$ cat src/rtl/rr_arb4_pkg.sv
// rr_arb4_pkg
// Shared constants, slot state type and the round-robin pick helper used by
// the four-requester arbiter (rr_arb4) and its payload steering mux.
package rr_arb4_pkg;

    // Default datapath width of the core.
    localparam int ARCH_WIDTH = 64;
    // Number of requesters and width of a requester index.
    localparam int ARB_NREQ   = 4;
    localparam int ARB_IDW    = 2;

    // After reset the "previous winner" is 3, so the search starts at 0.
    localparam logic [ARB_IDW-1:0] RESET_LAST_GRANT = 2'b11;

    // Output slot occupancy.
    typedef enum logic {
        SLOT_EMPTY = 1'b0,
        SLOT_FULL  = 1'b1
    } slot_state_e;

    // Result of one round-robin search.
    typedef struct packed {
        logic               any;
        logic [ARB_IDW-1:0] idx;
    } rr_pick_t;

    // Scan last+1, last+2, last+3, last+4 (mod 4); the first valid index wins.
    // Bits with valid=0 never influence the result.
    function automatic rr_pick_t rr_pick(input logic [ARB_IDW-1:0]  last,
                                         input logic [ARB_NREQ-1:0] valid);
        rr_pick_t           res;
        logic [ARB_IDW-1:0] cand;
        res.any = 1'b0;
        res.idx = 2'd0;
        for (int k = 1; k <= ARB_NREQ; k++) begin
            cand = last + 2'(k);
            if (!res.any && valid[cand]) begin
                res.any = 1'b1;
                res.idx = cand;
            end else begin
                res = res;
            end
        end
        return res;
    endfunction

endpackage

$ cat src/rtl/rr_arb4_mux4_1.sv
// mux4_1
// Purely combinational 4:1 payload select.
// Ports:
//   sel_i  2      select (0 -> a_i ... 3 -> d_i)
//   a_i..d_i      WIDTH payload inputs
//   y_o    WIDTH  selected payload
module mux4_1 #(
    parameter int WIDTH = 64
) (
    input  logic [1:0]       sel_i,
    input  logic [WIDTH-1:0] a_i,
    input  logic [WIDTH-1:0] b_i,
    input  logic [WIDTH-1:0] c_i,
    input  logic [WIDTH-1:0] d_i,
    output logic [WIDTH-1:0] y_o
);

    // Steer the selected input to the output.
    always_comb begin
        y_o = '0;
        case (sel_i)
            2'd0:    y_o = a_i;
            2'd1:    y_o = b_i;
            2'd2:    y_o = c_i;
            2'd3:    y_o = d_i;
            default: y_o = '0;
        endcase
    end

endmodule

$ cat src/rtl/rr_arb4.sv
// rr_arb4
// Four-requester round-robin arbiter with a single registered output slot.
// Each cycle the next requester after the previous winner is granted when the
// slot is empty or being drained; its payload is captured into the slot and
// presented downstream with a valid/ready handshake.
// Ports:
//   clk        in   1      core clock, rising edge
//   rst_n      in   1      asynchronous active-low reset
//   req_valid  in   4      per-requester valid, bit i = requester i
//   req_data0..3 in WIDTH  per-requester payload
//   req_ready  out  4      per-requester accept (one-hot or zero, combinational)
//   out_valid  out  1      slot holds a payload
//   out_data   out  WIDTH  granted payload
//   out_id     out  2      requester that owns out_data
//   out_ready  in   1      consumer accepts out_data this cycle
module rr_arb4
    import rr_arb4_pkg::*;
#(
    parameter int WIDTH = ARCH_WIDTH
) (
    input  logic                clk,
    input  logic                rst_n,
    input  logic [ARB_NREQ-1:0] req_valid,
    input  logic [WIDTH-1:0]    req_data0,
    input  logic [WIDTH-1:0]    req_data1,
    input  logic [WIDTH-1:0]    req_data2,
    input  logic [WIDTH-1:0]    req_data3,
    output logic [ARB_NREQ-1:0] req_ready,
    output logic                out_valid,
    output logic [WIDTH-1:0]    out_data,
    output logic [ARB_IDW-1:0]  out_id,
    input  logic                out_ready
);

    slot_state_e        state_q, state_d;
    logic [WIDTH-1:0]   out_data_q, out_data_d;
    logic [ARB_IDW-1:0] out_id_q, out_id_d;
    logic [ARB_IDW-1:0] last_grant_q, last_grant_d;

    rr_pick_t           pick_s;
    logic               can_accept_s;
    logic               grant_s;
    logic [WIDTH-1:0]   sel_data_s;
    logic [ARB_NREQ-1:0] req_ready_s;

    // Payload steering follows the combinational winner.
    mux4_1 #(
        .WIDTH (WIDTH)
    ) u_mux (
        .sel_i (pick_s.idx),
        .a_i   (req_data0),
        .b_i   (req_data1),
        .c_i   (req_data2),
        .d_i   (req_data3),
        .y_o   (sel_data_s)
    );

    // Round-robin search and accept condition; depends only on valids,
    // slot occupancy and out_ready, never on the slot contents.
    always_comb begin
        pick_s       = rr_pick(last_grant_q, req_valid);
        can_accept_s = (state_q == SLOT_EMPTY) | out_ready;
        grant_s      = pick_s.any & can_accept_s;
    end

    // Slot next-state, capture and grant decode.
    always_comb begin
        state_d      = state_q;
        out_data_d   = out_data_q;
        out_id_d     = out_id_q;
        last_grant_d = last_grant_q;
        req_ready_s  = 4'b0000;
        case (state_q)
            SLOT_EMPTY, SLOT_FULL: begin
                if (grant_s) begin
                    // New accept; also covers drain-and-refill in one cycle.
                    req_ready_s  = 4'b0001 << pick_s.idx;
                    state_d      = SLOT_FULL;
                    out_data_d   = sel_data_s;
                    out_id_d     = pick_s.idx;
                    last_grant_d = pick_s.idx;
                end else if ((state_q == SLOT_FULL) && out_ready) begin
                    // Drain with nothing to refill: data and id are kept.
                    state_d = SLOT_EMPTY;
                end else begin
                    state_d = state_q;
                end
            end
            default: begin
                state_d = SLOT_EMPTY;
            end
        endcase
    end

    // Slot and round-robin pointer registers.
    always_ff @(posedge clk or negedge rst_n) begin
        if (!rst_n) begin
            state_q      <= SLOT_EMPTY;
            out_data_q   <= '0;
            out_id_q     <= 2'd0;
            last_grant_q <= RESET_LAST_GRANT;
        end else begin
            state_q      <= state_d;
            out_data_q   <= out_data_d;
            out_id_q     <= out_id_d;
            last_grant_q <= last_grant_d;
        end
    end

    assign req_ready = req_ready_s;
    assign out_valid = (state_q == SLOT_FULL);
    assign out_data  = out_data_q;
    assign out_id    = out_id_q;

endmodule

$ cat config.mk
export PLATFORM = sky130hd
export DESIGN_NAME = rr_arb4
export DESIGN_NICKNAME = d
export VERILOG_FILES = /design/src/rtl/rr_arb4_pkg.sv /design/src/rtl/rr_arb4_mux4_1.sv /design/src/rtl/rr_arb4.sv
export SDC_FILE = /design/constraint.sdc
export NUM_CORES = 1
export LEC_CHECK = 0
export CAP_MARGIN = 25
export CORE_MARGIN = 10
export CORE_UTILIZATION = 36
export DETAILED_ROUTE_END_ITERATION = 16
export GPL_ROUTABILITY_DRIVEN = 0
export PLACE_DENSITY = 0.88
export SYNTH_ARGS = -nofsm -noshare
export SYNTH_HDL_FRONTEND = slang
export SYNTH_SLANG_ARGS = --single-unit
$ cat constraint.sdc
create_clock -name clk -period 2.37 [get_ports clk]
set_input_delay 0.474 -clock clk [delete_from_list [all_inputs] [get_ports clk]]
set_output_delay 0.474 -clock clk [all_outputs]
set_load 0.03 [all_outputs]
==> Yosys cells after proc, flatten, opt, wreduce, memory -nomap -nowiden <==
Cells that the tools add are included.
{ "op_classes": {"addsub": 3, "mul": 0, "n_div": 0, "magnitude_cmp": 4, "eq_ne": 3, "shifts": 1, "mux": 16, "bitwise_logic": 3, "n_reduce_logical": 9} }
{ "op_table": {"columns": ["cell", "count"], "rows": [
  ["$pmux 64 s4", 1],
  ["$lt 2x3->1 const B", 4],
  ["$mux 3", 4],
  ["$bmux 1 s2", 4],
  ["$mux 1", 6],
  ["$add 2x2->2 const B", 2],
  ["$eq 2x2->1 const B", 2],
  ["$logic_and 1x1->1", 4],
  ["$mux 4", 1],
  ["$shl 1x2->4 const A", 1],
  ["$logic_not 1->1", 3],
  ["$add 2x1->2 const B", 1],
  ["$eq 2x1->1 const B", 1],
  ["$logic_not 2->1", 1],
  ["$reduce_bool 2->1", 1],
  ["$and 1x1->1", 1],
  ["$not 1->1", 1],
  ["$or 1x1->1", 1]
]} }
{ "word_totals": {"regBits": 69, "latchBits": 0, "ram_bits": 0, "romBits": 0, "input_bits": 263, "wordCells": 43, "n_memories": 0} }

==> Depth between registers and ports, before layout <==
Gate-level depths: netlist (run 1).
{ "logic_depth": {"depth_word": 15, "mapped_depth": 8, "depth_no_buf": 5} }

==> Cells and area by module <==
Synthesis (run 1) repeated with hierarchy kept, for this count alone.
{ "hier_totals": {"hier_cells": 247, "hier_area_um2": 4322.9} }
{ "by_module_without_submodules": {"columns": ["mod", "n_inst", "cells_per_inst", "area_each_um2", "seq_area_each_um2"], "rows": [
  ["rr_arb4", 1, 169, 2700.1, 1729.2],
  ["mux4_1", 1, 78, 1622.8, 0.0]
]} }

==> Worst setup path after synthesis (run 1) <==
No wires, ideal clock.
{ "synth_path": {"path_type": "reg-to-output", "start": "register last_grant_q[0]", "end": "output port req_ready[2]", "t_arrival_ns": 1.915, "slack_ns": -0.019, "path_stages_with_launch": 7, "path_buffers": 2, "path_cell_list": "dfstp_2 nand2b_1 a21oi_1 a211o_1 buf_6 buf_2 nor3_1"} }
{ "synth_between": {"elab_chain_len": 15, "word_cells_on_any_way": 24, "cone_classes": "add/sub (3); shift (1); mux (13); bitwise (1); reduce/logical (6)"} }
{ "synth_lines": {"columns": ["element", "line_no", "text"], "rows": [
  ["from (decl)", "rr_arb4.sv:38", "logic [ARB_IDW-1:0] last_grant_q, last_grant_d;"],
  ["from (signal assigned)", "rr_arb4.sv:106", "last_grant_q <= last_grant_d;"],
  ["$add 2x1->2", "rr_arb4_pkg.sv:36", "cand = last + 2'(k);"],
  ["$bmux 1 s2", "rr_arb4_pkg.sv:37", "if (!res.any && valid[cand]) begin"],
  ["$mux 1 (not written as such)", "rr_arb4_pkg.sv:37", null],
  ["$mux 3", "rr_arb4_pkg.sv:37", null],
  ["$logic_not 1->1", "rr_arb4_pkg.sv:37", null],
  ["$logic_and 1x1->1", "rr_arb4_pkg.sv:37", null],
  ["$mux 3", "rr_arb4_pkg.sv:37", null],
  ["$logic_not 1->1", "rr_arb4_pkg.sv:37", null],
  ["$logic_and 1x1->1", "rr_arb4_pkg.sv:37", null],
  ["$mux 3", "rr_arb4_pkg.sv:37", null],
  ["$logic_not 1->1", "rr_arb4_pkg.sv:37", null],
  ["$logic_and 1x1->1", "rr_arb4_pkg.sv:37", null],
  ["$mux 3 *", "rr_arb4_pkg.sv:37", null],
  ["$shl 1x2->4 / $and 1x1->1 (equally long branches)", "rr_arb4.sv:77, rr_arb4.sv:63", null],
  ["$mux 4 *", "rr_arb4.sv:75", "if (grant_s) begin"],
  ["to (decl)", "rr_arb4.sv:28", "output logic [ARB_NREQ-1:0] req_ready,"]
]} }
Every way passes the cells marked *; elsewhere a longest branch is shown, timed or not. The select of a mux whose other input is x is not followed.

==> Final worst setup path (run 1) <==
{ "layout_path": {"start": "input port out_ready", "end": "output port req_ready[3]"} }
{ "layout_between": {"elab_chain_len": 3} }
{ "layout_lines": {"columns": ["element", "line_no", "text"], "rows": [
  ["from (decl)", "rr_arb4.sv:32", "input logic out_ready"],
  ["$or 1x1->1", "rr_arb4.sv:62", "can_accept_s = (state_q == SLOT_EMPTY) | out_ready;"],
  ["$and 1x1->1", "rr_arb4.sv:63", "grant_s = pick_s.any & can_accept_s;"],
  ["$mux 4", "rr_arb4.sv:75", null]
]} }
No other way between the ends.

==> flow_metrics.py, run 1 <==
metrics = {
    "outcome": {
        "status": "finished clean",
    },
    "sta": {
        "maxSlewViolCount": 0,
        "tightest_slew_ns": 0.917,
        "fin_crit_sh": 0.969,
        "min_period_ns": 2.30,
        "relSlewSlack": 0.388,
        "hold_viol_final": 0,
        "fin_tns_setup_ns": 0,
        "finClkSkew_ns": 0.00457,
        "setup_viol": 0,
        "max_freq_ghz": 0.435,
        "rsz0062_at_grt": "true",
    },
    "power_and_ir_drop": {
        "vdd_drop_max_mv": 0.495,
        "powerDensity_nw_per_um2": 779,
        "p_leak_uw": 0.00357,
    },
    "critical_path": {
        "crit_path_max_incr_delay_ns": 0.50,
        "cp_data_required_time_ns": 1.90,
        "path_cells": "clkdlybuf4s50_1 > and2b_1 > or2_4 > nor3_2 > buf_4",
        "critPathKind": "input pin to output port",
        "regToRegStartpoint": "last_grant_q[0]$_DFFE_PN1N_",
        "slowest_stage": "clkdlybuf4s50_1",
        "r2r-end": "out_data[1]$_DFFE_PN0N_",
        "endpoint_kind": "output port",
        "r2r_slack_ns": 0.31,
        "rr_worst_depth": 6,
        "path_max_fanout": 4,
        "cp-start-kind": "input pin",
        "crit_arrival_ns": 1.82,
    },
    "clocking": {
        "clockBufferDepth": 2,
        "clk_latency_ns": 0.32,
        "cts_tree": "yes",
        "cts.sinks": 69,
        "cts_root_buf": "clkbuf_16",
        "cts_buffers": 9,
        "clkTransAtPathRegs_ns": 0.06,
        "cts_max_level": 3,
    },
    "synth": {
        "synth-seq-cells": 69,
        "ys_types": 30,
        "synth_top_family_by_area": "multiplexers",
        "synthSimpleGateAreaFrac": 0.0802,
        "ys_seq_area_frac": 0.363,
        "synth_compound_area_frac": 0.213,
        "synth_cells": 395,
        "muxShareOfSynthArea": 0.271,
        "syn_avg_cell_area_sq_um": 12.0,
        "yosys.area_share.xor_xnor": 0,
        "yosysWarnings": 0,
        "synth_area_sq_um": 4760,
        "syn_nets": 658,
        "synthAdderAreaFrac": 0,
    },
    "min_path": {
        "hold_path.class": "input pin to async pin",
    },
    "place": {
        "portBuffers": 333,
        "place_area_sq_um": 8190,
        "dpl.hpwl_mm": 16.5,
    },
    "floorplan": {
        "core_region_area_sq_um": 12800,
        "pin_count": 334,
        "rows": 41,
        "start_util": 0.373,
        "dieArea_sq_um": 18200,
        "die_height_um": 135,
        "chipWidth_um": 135,
    },
    "grt": {
        "grt_max_degree": 70,
        "grt_first_pass_wirelength_mm": 30.6,
        "overflow": 0,
        "first_global_vias": 5314,
        "antenna_found_initial": 1,
        "grt_usage": 0.213,
    },
    "cells_and_area": {
        "fin_nets": 986,
        "seqCellArea_sq_um": 1730,
        "finish.utilization": 0.666,
        "syn_to_final_growth_pct": 78.8,
        "drive_above_1_share": 0.154,
        "multi_input_area_sq_um": 2730,
        "stdcell_area_sq_um": 8510,
        "fill_cells": 954,
    },
    "drt": {
        "route.detailed.drc": 0,
        "ant_nets": 0,
        "drtPass1Iterations": 4,
        "vias": 4654,
        "drt_iter0_markers": 163,
        "via_per_inst": 5.17,
        "post_drt_wl_per_cell_um": 22.4,
        "totalWireLength_mm": 20.2,
    },
    "job": {
        "drv_cap": 0,
    },
}
## flip-flops by register name (all words and copies together), names as in the netlist
name and flops:
out_id 2, out_data 64, out_valid 1, last_grant_q 2
## worst max path at each step
stage | start | to | slack, ns | cells past startpoint
2_1_floorplan | last_grant_q[0]$_DFFE_PN1N_ | req_ready[2] | -0.02 | 6
3_3_place_gp | req_valid[1] | out_data[59]$_DFFE_PN0N_ | -0.07 | 6
3_5_place_dp | req_valid[1] | out_data[1]$_DFFE_PN0N_ | -0.22 | 6
4_1_cts | last_grant_q[1]$_DFFE_PN1N_ | req_ready[0] | 0.009 | 4
5_1_grt | last_grant_q[1]$_DFFE_PN1N_ | req_ready[2] | -0.008 | 5
6_report | out_ready | req_ready[3] | 0.07 | 5
## synth_stat cells
| cell type | instances | share of area |
|---|---|---|
| and2b_1 | 1 | 0.0016 |
| a221oi_1 | 4 | 0.0074 |
| buf_4 | 7 | 0.011 |
| buf_2 | 10 | 0.011 |
| nor2_1 | 69 | 0.054 |
| dfrtp_1 | 67 | 0.35 |
| a221oi_2 | 60 | 0.19 |
| and3_1 | 2 | 0.0026 |
| a211o_1 | 1 | 0.0018 |
| a21oi_1 | 1 | 0.0011 |
| nor2b_2 | 1 | 0.0018 |
| dfstp_2 | 2 | 0.011 |
| a21oi_2 | 1 | 0.0018 |
| o221ai_2 | 1 | 0.0032 |
| clkbuf_1 | 5 | 0.0039 |
| nor2_2 | 1 | 0.0013 |
| buf_12 | 7 | 0.029 |
| nor2_8 | 1 | 0.0042 |
| o21ai_1 | 2 | 0.0021 |
| nor3b_1 | 1 | 0.0016 |
| mux2i_1 | 129 | 0.27 |
| nand2b_1 | 2 | 0.0026 |
| nand2_1 | 5 | 0.0039 |
| nor3_1 | 2 | 0.0021 |
| or2_1 | 1 | 0.0013 |
| o221a_4 | 1 | 0.0042 |
| buf_6 | 7 | 0.017 |
| nor4_2 | 1 | 0.0026 |
| inv_1 | 1 | 0.00079 |
| o21ai_0 | 2 | 0.0021 |
## layout by cell type (no fill, tap or decap)
master,count
buf_12,6
mux2i_1,128
a211o_4,1
nor3_1,1
nand2b_1,2
clkbuf_8,4
a221oi_1,4
or2_4,1
and3_1,2
a21oi_1,1
nor2b_2,1
inv_1,1
o21ai_0,2
nor2_4,2
clkbuf_1,3
dfstp_2,2
nor3_2,1
nor4_2,1
mux2i_4,1
dlygate4sd2_1,3
o221ai_2,1
diode_2,1
a21oi_2,1
dfrtp_1,67
clkbuf_16,9
clkdlybuf4s50_1,325
nor3b_1,1
nor2_8,1
o21ai_1,2
nor2_1,68
nand2_1,5
buf_4,19
a221oi_2,60
and2b_1,1
o221a_4,1
## power breakdown
| group | total (uW) | leakage [uW] | switching, uW | internal [uW] |
|---|---|---|---|---|
| logic | 3580 | 0.00267 | 1870 | 1720 |
| clock network | 1300 | 0.000143 | 476 | 825 |
| registers | 1740 | 0.000760 | 223 | 1520 |
| total | 6630 | 0.00357 | 2560 | 4070 |
## worst max-delay path, delay by kind of cell
family,cells,cell delay (ns)
simple gates,3,0.65
buf+inv,2,0.69
## final cells by class
class	count	share of cell area
antenna	1	0.000294
inverter	1	0.000441
clock buffer	16	0.0342
sequential	69	0.203
multi-input combinational	289	0.320
timing repair buffer	353	0.416
tap	172	0.0253
## per-layer routing
layer / vias up / GRT usage / share of wire
li1: 2170 / - / -
met1: 2220 / 0.212 / 0.35
met2: 233 / 0.394 / 0.52
met3: 31 / 0.0931 / 0.10
met4: 0 / 0.0580 / 0.022
met5: - / 0 / 0
## per-stage QoR
stage                     total power (uW)  setup WS (ns)  cells  hold slack [ns]
after CTS                             6690        0.00871    898            0.316
after detailed placement              5350         -0.220    882            0.473
final                                 6630         0.0733    901            0.278
after floorplan                       3920        -0.0185    395            0.178
after global routing                  6970       -0.00841    901            0.355
after global placement                5250        -0.0727    882            0.467
## cells by family after synthesis
kind of cell,Yosys count
AND/OR/NAND/NOR,87
AO/OA/AOI/OAI,73
multiplexers,129
buffers and inverters,37
flip-flops,69
## repair_timing
item / in CTS / in global routing
setup buffers: 0 / 2
hold buffers: 0 / 0
pin swaps: 0 / 1
endpoints found under the setup margin: 4 / 4
gates resized for setup: 4 / 3
Note: power is estimated with default switching activity, not from simulation.
==> run 2: changes to the inputs <==
- CORE_AREA: unset -> 2 2 129 131
- CORE_MARGIN: 10 -> unset
- CORE_UTILIZATION: 36 -> unset
- DIE_AREA: unset -> 0 0 131 133
- PLACE_DENSITY: 0.88 -> 0.76
==> flow_metrics.py, run 2 (synthesis results as in run 1) <==
metrics = {
    "outcome": {
        "status": "finished clean",
    },
    "clocking": {
        "holdBufCountCts": 0,
        "clkTransAtPathRegs_ns": 0.06,
        "clockBufferDepth": 2,
        "clk_latency_ns": 0.33,
        "cts_tree": "yes",
        "cts_max_level": 3,
        "cts.sinks": 69,
        "cts_buffers": 9,
        "cts_root_buf": "clkbuf_16",
    },
    "grt": {
        "use_met1": 0.192,
        "antenna_found_initial": 0,
        "first_global_vias": 4874,
        "grt_max_degree": 71,
        "grt_usage": 0.181,
        "use_met3": 0.0510,
        "top_usage_layer": "met2",
        "grt_first_pass_wirelength_mm": 24.7,
        "overflow": 0,
        "met2_usage": 0.334,
    },
    "place": {
        "dpl.hpwl_mm": 12.8,
        "portBuffers": 333,
        "place_area_sq_um": 8240,
        "pre_cts_slack_ns": -0.266,
    },
    "sta": {
        "hold_viol_final": 0,
        "fin_crit_sh": 0.972,
        "setup_slack_ns": 0.0654,
        "max_freq_ghz": 0.434,
        "maxSlewViolCount": 0,
        "finClkSkew_ns": 0.00900,
        "tightest_slew_ns": 0.507,
        "min_period_ns": 2.30,
        "relSlewSlack": 0.662,
        "setup_viol": 0,
    },
    "drt": {
        "totalWireLength_mm": 16.4,
        "via_per_inst": 4.83,
        "ant_nets": 0,
        "drt_iter0_markers": 98,
        "route.detailed.drc": 0,
        "drtPass1Iterations": 5,
        "vias": 4566,
        "post_drt_wl_per_cell_um": 17.4,
    },
    "cells_and_area": {
        "fill_cells": 1371,
        "syn_to_final_growth_pct": 80.5,
        "multi_input_area_sq_um": 2740,
        "mostFrequentLayoutCells": "clkdlybuf4s50_1 (324), mux2i_1 (128), nor2_1 (68)",
        "antenna_cells": 0,
        "stdcell_area_sq_um": 8590,
        "fin_nets": 984,
        "final_common_cell": "clkdlybuf4s50_1",
        "largest_register_ffs": 64,
        "seqCellArea_sq_um": 1730,
        "drive_above_1_share": 0.156,
    },
    "critical_path": {
        "cp_data_required_time_ns": 1.90,
        "slowest_stage": "dfstp_2",
        "rr_worst_depth": 6,
        "endpoint": "req_ready[1]",
        "r2r_slack_ns": 0.31,
        "startpoint": "last_grant_q[0]$_DFFE_PN1N_",
        "critPathBufInv": 1,
        "regToRegStartpoint": "last_grant_q[0]$_DFFE_PN1N_",
        "r2r-end": "out_data[45]$_DFFE_PN0N_",
        "path_delay_family": "flip-flops",
        "cp-start-kind": "flip-flop",
        "crit_arrival_ns": 1.83,
        "path_max_fanout": 6,
        "critPathKind": "flip-flop to output port",
        "cp.depth": 5,
        "crit_path_max_incr_delay_ns": 0.58,
        "path_cells": "nand2b_1 > a21oi_1 > a211o_4 > and3_1 > buf_4",
        "endpoint_kind": "output port",
    },
    "power_and_ir_drop": {
        "p_leak_uw": 0.00358,
        "seqPwrFrac": 0.263,
        "power.internal_uw": 4040,
        "vdd_drop_max_mv": 0.468,
        "p_sw_frac": 0.385,
        "powerDensity_nw_per_um2": 765,
        "p_sw_uw": 2530,
        "power.share.clock": 0.199,
        "comb_power_share": 0.538,
    },
    "job": {
        "drv_cap": 0,
    },
    "floorplan": {
        "dieArea_sq_um": 17400,
        "core_region_area_sq_um": 16200,
        "start_util": 0.294,
        "die_height_um": 133,
        "chipWidth_um": 131,
        "rows": 47,
        "pin_count": 334,
    },
    "min_path": {
        "hold_path.class": "input pin to async pin",
    },
}
-- run 2: cell count changes in the layout (fill, tap and decap cells not counted), moves of 2 or more --
cell	change
buf_4	-4
clkbuf_8	-4
clkinv_2	+3
clkbuf_1	-2
-- run 2: worst min path at each step --
stage,from,to,slack (ns)
2_1_floorplan,rst_n,out_data[0]$_DFFE_PN0N_,0.18
3_3_place_gp,out_id[1]$_DFFE_PN0N_,out_id[1]$_DFFE_PN0N_,0.48
3_5_place_dp,out_id[1]$_DFFE_PN0N_,out_id[1]$_DFFE_PN0N_,0.47
4_1_cts,rst_n,out_data[10]$_DFFE_PN0N_,0.30
5_1_grt,rst_n,out_data[10]$_DFFE_PN0N_,0.17
6_report,rst_n,out_data[10]$_DFFE_PN0N_,0.14
-- run 2: repair_timing --
action | in CTS | in global routing
gates resized for setup | 3 | 9
pin swaps | 0 | 0
buffers inserted | 0 | 2
setup endpoints to repair | 4 | 3
-- run 2: per-stage QoR --
step | utilization | setup TNS [ns] | std cells | hold WS, ns | power, uW
after floorplan | - | -0.0371 | 395 | 0.178 | 3920
after global placement | 0.509 | -4.20 | 927 | 0.482 | 5210
after detailed placement | 0.509 | -12.41 | 927 | 0.475 | 5280
after CTS | 0.526 | 0 | 942 | 0.304 | 6630
after global routing | 0.531 | -0.0218 | 945 | 0.173 | 6910
final | 0.531 | 0 | 945 | 0.142 | 6570
-- run 2: final cells by class --
type	count	share of cell area
clock buffer	10	0.0267
clock inverter	5	0.00612
inverter	1	0.000437
multi-input combinational	289	0.319
sequential	69	0.201
tap	220	0.0320
timing repair buffer	351	0.414
-- run 2: power by group through the flow --
stage	Combinational, uW	Sequential [uW]	Clock, uW
after global routing	3740	1770	1400
after detailed placement	3540	1740	0
after global placement	3480	1730	0
after floorplan	1540	2380	0
final	3540	1730	1310
after CTS	3540	1730	1360
-- run 2: metal layers --
metal	vias to the layer above	routed length [um]
met5	-	0
met4	0	369
met3	25	1490
met2	222	8580
met1	2155	5980
li1	2164	-
